### src/rtl/crc_engine_arbiter.sv
// crc_engine_arbiter: round-robin sharing of one bit-serial CRC engine
// between two requesters, with seed-load pulse, bit steering and capture.
//
// Ports:
//   clk, rst_n            clock, async active-low reset
//   req[1:0]              per-requester request, held until done/abort
//   data_valid/data_bit   per-requester serial stream
//   last[1:0]             last-bit flag, qualified by data_valid
//   grant[1:0]            registered one-hot grant
//   eng_load              one-cycle engine seed-load pulse
//   eng_en, eng_bit       engine shift enable and bit (STREAM only)
//   eng_crc               engine's current CRC register
//   done[1:0]             one-cycle completion pulse
//   result                captured CRC, held until next capture
//   err[1:0]              one-cycle timeout-abort pulse
//
// Optional feature: define CRC_ARB_TIMEOUT_EN to abort a STREAM that
// sees TIMEOUT consecutive cycles without a valid bit.

module crc_engine_arbiter #(
  parameter int CRC_WIDTH = 8,
  parameter int TIMEOUT   = 16
) (
  input  logic                 clk,
  input  logic                 rst_n,
  input  logic [1:0]           req,
  input  logic [1:0]           data_valid,
  input  logic [1:0]           data_bit,
  input  logic [1:0]           last,
  output logic [1:0]           grant,
  output logic                 eng_load,
  output logic                 eng_en,
  output logic                 eng_bit,
  input  logic [CRC_WIDTH-1:0] eng_crc,
  output logic [1:0]           done,
  output logic [CRC_WIDTH-1:0] result,
  output logic [1:0]           err
);

  typedef enum logic [2:0] {
    S_IDLE,
    S_LOAD,
    S_STREAM,
    S_FLUSH,
    S_DONE
  } state_e;

  state_e               state_q, state_d;
  logic [1:0]           grant_q, grant_d;
  logic                 rr_q, rr_d;
  logic                 load_q, load_d;
  logic [1:0]           done_q, done_d;
  logic [CRC_WIDTH-1:0] result_q, result_d;
  logic [1:0]           err_q, err_d;

  // Grant is one-hot outside IDLE, so bit 1 is the granted index.
  logic g;
  logic strm;
  logic tmo;

  assign g    = grant_q[1];
  assign strm = (state_q == S_STREAM);

  assign eng_en  = strm & data_valid[g];
  assign eng_bit = strm & data_bit[g];

  assign grant    = grant_q;
  assign eng_load = load_q;
  assign done     = done_q;
  assign result   = result_q;
  assign err      = err_q;

`ifdef CRC_ARB_TIMEOUT_EN
  localparam int TW = $clog2(TIMEOUT + 1);

  logic [TW-1:0] cnt_q, cnt_d;

  // Counter is held at zero outside STREAM, so it
  // restarts on every STREAM entry as well as on
  // every accepted bit.
  always_comb begin
    cnt_d = '0;
    tmo   = 1'b0;
    if (strm && !data_valid[g]) begin
      cnt_d = cnt_q + 1'b1;
      tmo   = (cnt_d == TW'(TIMEOUT));
    end
  end

  always_ff @(posedge clk or negedge rst_n) begin
    if (!rst_n) begin
      cnt_q <= '0;
    end else begin
      cnt_q <= cnt_d;
    end
  end
`else
  assign tmo = 1'b0;
`endif

  always_comb begin
    state_d  = state_q;
    grant_d  = grant_q;
    rr_d     = rr_q;
    load_d   = 1'b0;
    done_d   = '0;
    result_d = result_q;
    err_d    = '0;
    unique case (state_q)
      S_IDLE: begin
        grant_d = '0;
        if (|req) begin
          state_d = S_LOAD;
          load_d  = 1'b1;
          // rr_q has first claim; otherwise the
          // only remaining requester wins.
          if (req[rr_q]) begin
            grant_d = rr_q ? 2'b10 : 2'b01;
          end else begin
            grant_d = rr_q ? 2'b01 : 2'b10;
          end
        end
      end
      S_LOAD: begin
        state_d = S_STREAM;
      end
      S_STREAM: begin
        if (!req[g]) begin
          state_d = S_IDLE;
          grant_d = '0;
          rr_d    = ~g;
        end else if (data_valid[g] && last[g]) begin
          state_d = S_FLUSH;
        end else if (tmo) begin
          state_d = S_IDLE;
          grant_d = '0;
          rr_d    = ~g;
          err_d   = g ? 2'b10 : 2'b01;
        end
      end
      S_FLUSH: begin
        // Engine has shifted the last bit by now.
        result_d = eng_crc;
        done_d   = grant_q;
        state_d  = S_DONE;
      end
      S_DONE: begin
        state_d = S_IDLE;
        grant_d = '0;
        rr_d    = ~g;
      end
      default: begin
        state_d = S_IDLE;
        grant_d = '0;
      end
    endcase
  end

  always_ff @(posedge clk or negedge rst_n) begin
    if (!rst_n) begin
      state_q  <= S_IDLE;
      grant_q  <= '0;
      rr_q     <= 1'b0;
      load_q   <= 1'b0;
      done_q   <= '0;
      result_q <= '0;
      err_q    <= '0;
    end else begin
      state_q  <= state_d;
      grant_q  <= grant_d;
      rr_q     <= rr_d;
      load_q   <= load_d;
      done_q   <= done_d;
      result_q <= result_d;
      err_q    <= err_d;
    end
  end

endmodule

### config.mk
export PLATFORM = sky130hd
export DESIGN_NAME = crc_engine_arbiter
export DESIGN_NICKNAME = d
export VERILOG_FILES = /design/src/rtl/crc_engine_arbiter.sv
export SDC_FILE = /design/constraint.sdc
export NUM_CORES = 1
export LEC_CHECK = 0
export CAP_MARGIN = 20
export CORE_MARGIN = 1
export CORE_UTILIZATION = 44
export CTS_CLUSTER_DIAMETER = 100
export DETAILED_ROUTE_END_ITERATION = 8
export HOLD_SLACK_MARGIN = 0.03
export PLACE_DENSITY_LB_ADDON = 0.3
export SLEW_MARGIN = 25
export SYNTH_ARGS = -nofsm -noshare
export SYNTH_HDL_FRONTEND = slang
export SYNTH_SLANG_ARGS = --single-unit
### constraint.sdc
create_clock -name clk -period 2 [get_ports clk]
set_input_delay 0.4 -clock clk [delete_from_list [all_inputs] [get_ports clk]]
set_output_delay 0.4 -clock clk [all_outputs]
set_load 0.02 [all_outputs]
==> reports/results.ini, run 1 <==
[place]
hpwl_um = 1335
place_congestion = 0.8278
port_buffers = 32
pre_cts_ws_ps = -44.34

[critical_path]
crit_path_end_kind = output pin
path_cells = clkdlybuf4s50_1, mux2i_1, nor2_1, dlygate4sd2_1
critical_path.slowest_cell = clkdlybuf4s50_1
critPathMaxStageDelay_ps = 480
crit_path_start = data_valid[1]
path_max_fanout = 2
startpoint_type = input port
r2r_slack_ps = 410
path_class = input port to output pin
worst_ep_required_time_ps = 1600
cp_top_family = buffers and inverters
r2r_start = state_q[1]
crit_buf_inv = 2
arrival_ps = 1370

[synth]
synth.top_cell.area_share = 0.5271
synthTopCellsByArea = dfrtp_1 (53%), mux2_2 (11%), buf_4 (2.8%), buf_6 (2.8%), mux2i_1 (2.5%)
synth_top_family_by_area = multiplexers
synth_area_um2 = 807.0
synth_area_leader_cell = dfrtp_1
synth_compound_area_frac = 0.09302
synth_cell_types = 27
synth_ff_type = dfrtp_1
synth.ff_latch_count = 17
yosysSeqAreaShare = 0.5271
synthSimpleGateAreaFrac = 0.1457
synth_mux_area_frac = 0.1550
syn_inst = 71
synthArstFlopShare = 1.000
synth_fa_ha_area_frac = 0
synthMostInstantiatedCell = dfrtp_1
syn_area_per_cell_um2 = 11.37
synth_common_cells = dfrtp_1 (17), mux2_2 (8)
yosysWarnings = 0
synth_xor_area_frac = 0
synth_edf_count = 0

[clock_tree]
cts_root_buf = clkbuf_4
cts.hold.buffers_added = 0
clk_latency_ps = 290
cts.sinks = 17
ctsResizeCount = 2
cts_setup_buffers = 0
cts_tree = built
cts_buffers = 3
cts_max_level = 1
cts_buffer_depth = 2
clkSlewWorstSetupHoldPaths_ps = 90

[timing]
rsz0062_at_grt = no
layout_setup_ws_ps = 229.0
setup_violations = 0
maxSlewViolCount = 0
fin_crit_sh = 0.8855
finalClockSkew_ps = 3.352
max_freq_ghz = 0.5646
hold_viol_final = 0
finalCriticalPeriod_ps = 1771

[power_and_ir_drop]
power_switching_w = 0.0006113
comb_power_share = 0.547
power.share.switching = 0.3712
power_leakage_nw = 0.5387
power_density_nw_per_um2 = 1371
power_frac_seq = 0.345
p_clk_frac = 0.108
ir_drop_v = 0.0007051
intPower_w = 0.001036

[outcome]
status = complete, no violations

[floorplanning]
die_area_um2 = 2009
die_height_um = 44.83
io_pins = 35
die_w_um = 44.83
design.core.area_um2 = 1727
start_util = 0.4674
core.rowCount = 15

[final_layout]
nets = 130
utilization = 0.6957
n_fill_cell = 150
drive_above_1_share = 0.1982
syn2layout_area_growth_pct = 48.84
multi_input_area_um2 = 325.3
antenna_cells = 0
seq_area_um2 = 425.4

[grt]
grt_antenna_before_repair = 0
grt.total_usage = 0.1810
grt_pass1_wl_um = 2601
grt_max_degree = 18
grt_pass1_vias = 626
grt_overflow = 0

[detailed_routing]
routed_wl_um = 1683
wl_per_cell_um = 12.38
antenna_left = 0
first_pass_iters = 4
drc = 0
viasPerCell = 4.779
num_vias = 650
drt_iter0_markers = 16

[worst_hold_path]
hold_path.class = input port to asynchronous set/reset pin

[job]
drv_cap = 0

-- power groups by stage --
stage | Clock [W] | Sequential, W | Combinational [W]
6_report | 0.000179 | 0.000568 | 0.000901
5_1_grt | 0.000196 | 0.000583 | 0.000970
4_1_cts | 0.000189 | 0.000569 | 0.000908
3_5_place_dp | 0 | 0.000577 | 0.000914
3_3_place_gp | 0 | 0.000566 | 0.000898
2_1_floorplan | 0 | 0.000713 | 0.000401
-- layout make-up --
class | instances | share of cell area
Clock buffer | 4 | 0.02188
Sequential cell | 17 | 0.3542
Inverter | 4 | 0.01250
Multi-Input combinational cell | 46 | 0.2708
Tap cell | 25 | 0.02604
Timing Repair Buffer | 40 | 0.3146
-- path summary, 6_finish.rpt --
kind / to / cells after the start
setup / recovery: eng_en / 4
hold / removal: eng_load / 2
setup reg to reg: result[1] / 4
hold reg to reg: result[5] / 1
max in group asynchronous: result[7] / 2
min in group clk: result[5] / 1
-- sequential cells by signal, indices dropped and copies added (netlist names) --
signal	flops
result	8
state_q	3
done	2
grant	2
eng_load	1
rr_q	1
-- cells in the final DEF, fill, tap and decap left out --
cell type	synthesis	final
o21bai_1	1	1
conb_1	1	2
mux2_4	1	1
clkbuf_1	0	1
or3b_1	1	1
clkbuf_4	0	3
nand4_1	1	1
nand2_1	4	4
nand4b_1	1	1
inv_1	4	4
mux2_2	8	8
a311oi_1	1	1
buf_4	3	8
a211o_2	1	1
mux2i_1	2	2
nor3_1	1	1
and3_2	1	1
and3_1	2	2
a21oi_1	2	2
o21ai_0	3	3
a32o_1	1	1
nor2b_1	1	1
nand2b_1	2	2
dlygate4sd2_1	0	2
nand3_1	4	4
clkdlybuf4s50_1	0	30
nor2_1	4	4
dfrtp_1	17	17
a31oi_1	1	1
a22oi_1	1	1
-- per-stage QoR --
step                      total power, W  instance area, um^2  TNS [ps]  std cells  hold WS (ps)
after global routing            0.001749                 1201         0        136         444.1
after floorplan                 0.001114                810.8         0         72         104.4
final                           0.001647                 1201         0        136         431.2
after global placement          0.001465                 1177    -25.05        132         486.1
after detailed placement        0.001491                 1177    -85.59        132         496.7
after CTS                       0.001666                 1201         0        136         429.3
-- routing by layer --
layer  share of wire  wire [um]  GRT usage  up-vias
li1                -          -          -      324
met1            0.43        722     0.2274      311
met2            0.53        889     0.3147       13
met3           0.031         53    0.03600        2
met4           0.011         19    0.05455        0
met5               0          0          0        -
-- cell families (layout without fill, tap and decap cells) --
| kind of cell | after synthesis | in the layout |
|---|---|---|
| buf+inv | 9 | 48 |
| simple gates | 22 | 22 |
| flops | 17 | 17 |
| mux | 11 | 11 |
| compound gates | 11 | 11 |
| other cells | 1 | 2 |
-- worst register-to-register path, delay by kind of cell, from the launching register on --
family / cells / cell delay (ps)
buffers and inverters: 1 / 170
flip-flops: 1 / 360
multiplexers: 1 / 360
AND/OR/NAND/NOR: 2 / 590
(Power assumes the default switching activity.)
==> run 2, diff against run 1 <==
--- a/config.mk
+++ b/config.mk
@@ -6,12 +6,12 @@
 export NUM_CORES = 1
 export LEC_CHECK = 0
 export CAP_MARGIN = 20
-export CORE_MARGIN = 1
+export CORE_MARGIN = 2
 export CORE_UTILIZATION = 44
 export CTS_CLUSTER_DIAMETER = 100
 export DETAILED_ROUTE_END_ITERATION = 8
 export HOLD_SLACK_MARGIN = 0.03
-export PLACE_DENSITY_LB_ADDON = 0.3
+export PLACE_DENSITY = 0.86
 export SLEW_MARGIN = 25
 export SYNTH_ARGS = -nofsm -noshare
 export SYNTH_HDL_FRONTEND = slang
==> reports/results.ini, run 2 (same netlist as run 1, synthesis figures left out) <==
[detailed_routing]
first_pass_iters = 3
num_vias = 657
routed_wl_um = 1569
drt_iter0_markers = 2
drc = 0
wl_per_cell_um = 11.71
antenna_left = 0
viasPerCell = 4.903

[clock_tree]
cts.hold.buffers_added = 0
cts.sinks = 17
cts_root_buf = clkbuf_4
cts_buffer_depth = 2
clkSlewWorstSetupHoldPaths_ps = 90
cts_tree = built
clk_latency_ps = 290
cts_setup_buffers = 0
cts_buffers = 3
cts_max_level = 1

[timing]
setup_violations = 0
finalClockSkew_ps = 2.559
rsz0062_at_grt = no
maxSlewViolCount = 0
fin_crit_sh = 0.9207
finalSetupTns_ps = 0
max_freq_ghz = 0.5431
hold_viol_final = 0
finalCriticalPeriod_ps = 1841

[grt]
grt.total_usage = 0.1623
grt_antenna_before_repair = 0
grt_pass1_vias = 586
grt_overflow = 0
grt_max_degree = 18
grt_pass1_wl_um = 2504

[floorplanning]
die_height_um = 46.83
design.core.area_um2 = 1727
die_area_um2 = 2193
die_w_um = 46.83
start_util = 0.4674
core.rowCount = 15
io_pins = 35

[critical_path]
path_max_fanout = 8
crit_buf_inv = 1
critical_path.slowest_cell = clkdlybuf4s50_1
path_cells = clkdlybuf4s50_1
cp_top_family = buffers and inverters
crit_path_end_kind = output pin
worst_ep_required_time_ps = 1600
startpoint_type = register
path_class = register to output pin
arrival_ps = 1440
critPathMaxStageDelay_ps = 660

[worst_hold_path]
hold_path.class = input port to asynchronous set/reset pin

[power_and_ir_drop]
power_leakage_nw = 0.5286
power_density_nw_per_um2 = 1371
ir_drop_v = 0.0006872

[final_layout]
nets = 128
instances_no_fill = 134
largest_reg_flops = 8
n_fill_cell = 148
final_cell_mix = clkdlybuf4s50_1 (30), dfrtp_1 (17), mux2_2 (8)
syn2layout_area_growth_pct = 46.98
utilization = 0.6870
fin_area_um2 = 1186
antenna_cells = 0
drive_above_1_share = 0.1835
final_common_cell = clkdlybuf4s50_1

[place]
place_congestion = 0.8350
placed_area_um2 = 1162
port_buffers = 32
hpwl_um = 1230
dp.cells = 130

[job]
drv_cap = 0

[outcome]
status = complete, no violations

run 2: worst reg2reg max path, delay by kind of cell, from the launching register on:
kind            cells  cell delay [ps]
flops               1              500
compound gates      1              170
buf+inv             1              190
simple gates        1              350
mux                 1              310
run 2: metrics by stage:
stage / setup WS, ps / total power (W) / hold slack, ps
floorplan: 518.8 / 0.001114 / 104.4
global placement: -30.66 / 0.001444 / 485.0
detailed placement: -57.08 / 0.001474 / 492.3
CTS: 137.1 / 0.001648 / 438.1
global route: 97.61 / 0.001751 / 473.2
finish: 158.6 / 0.001627 / 435.8
run 2: path summary, 6_finish.rpt:
path                            from        end  slack, ps  cells past startpoint
setup / recovery            grant[1]   grant[1]        160                      1
hold / removal                 rst_n  result[4]        440                      2
max in group asynchronous      rst_n  result[6]       1380                      2
hold reg to reg            result[6]  result[6]        510                      1
setup reg to reg            grant[1]       rr_q        410                      4
min in group clk           result[6]  result[6]        510                      1
run 2: metal layers:
metal,GRT usage,share of wire
met5,0,0
met4,0.1000,0.023
met3,0.03077,0.10
met2,0.2548,0.47
met1,0.2063,0.41
run 2: area by class of cell:
type | count | area, um^2 | area share
repair buffers | 38 | 362.8 | 0.3059
well taps | 25 | 31.28 | 0.02637
clock buffers | 4 | 26.28 | 0.02215
flip-flops and latches | 17 | 425.4 | 0.3586
inverters | 4 | 15.01 | 0.01266
multi-input cells | 46 | 325.3 | 0.2743
run 2: report_power, final:
group          switching [W]  internal, W
sequential         0.0000894     0.000491
combinational       0.000411     0.000458
clock               0.000100    0.0000775
total               0.000600      0.00103
run 2: timing repair:
item                                    4_1_cts  5_1_grt
hold endpoints to repair                      0        0
resized for setup                             2        0
endpoints found under the setup margin        2        0
==> run 3, diff against run 2 <==
--- a/config.mk
+++ b/config.mk
@@ -5,7 +5,6 @@
 export SDC_FILE = /design/constraint.sdc
 export NUM_CORES = 1
 export LEC_CHECK = 0
-export CAP_MARGIN = 20
 export CORE_MARGIN = 2
 export CORE_UTILIZATION = 44
 export CTS_CLUSTER_DIAMETER = 100
==> results of run 3 <==
Same layout as run 2: the final DEF is identical, and so are final timing and power.
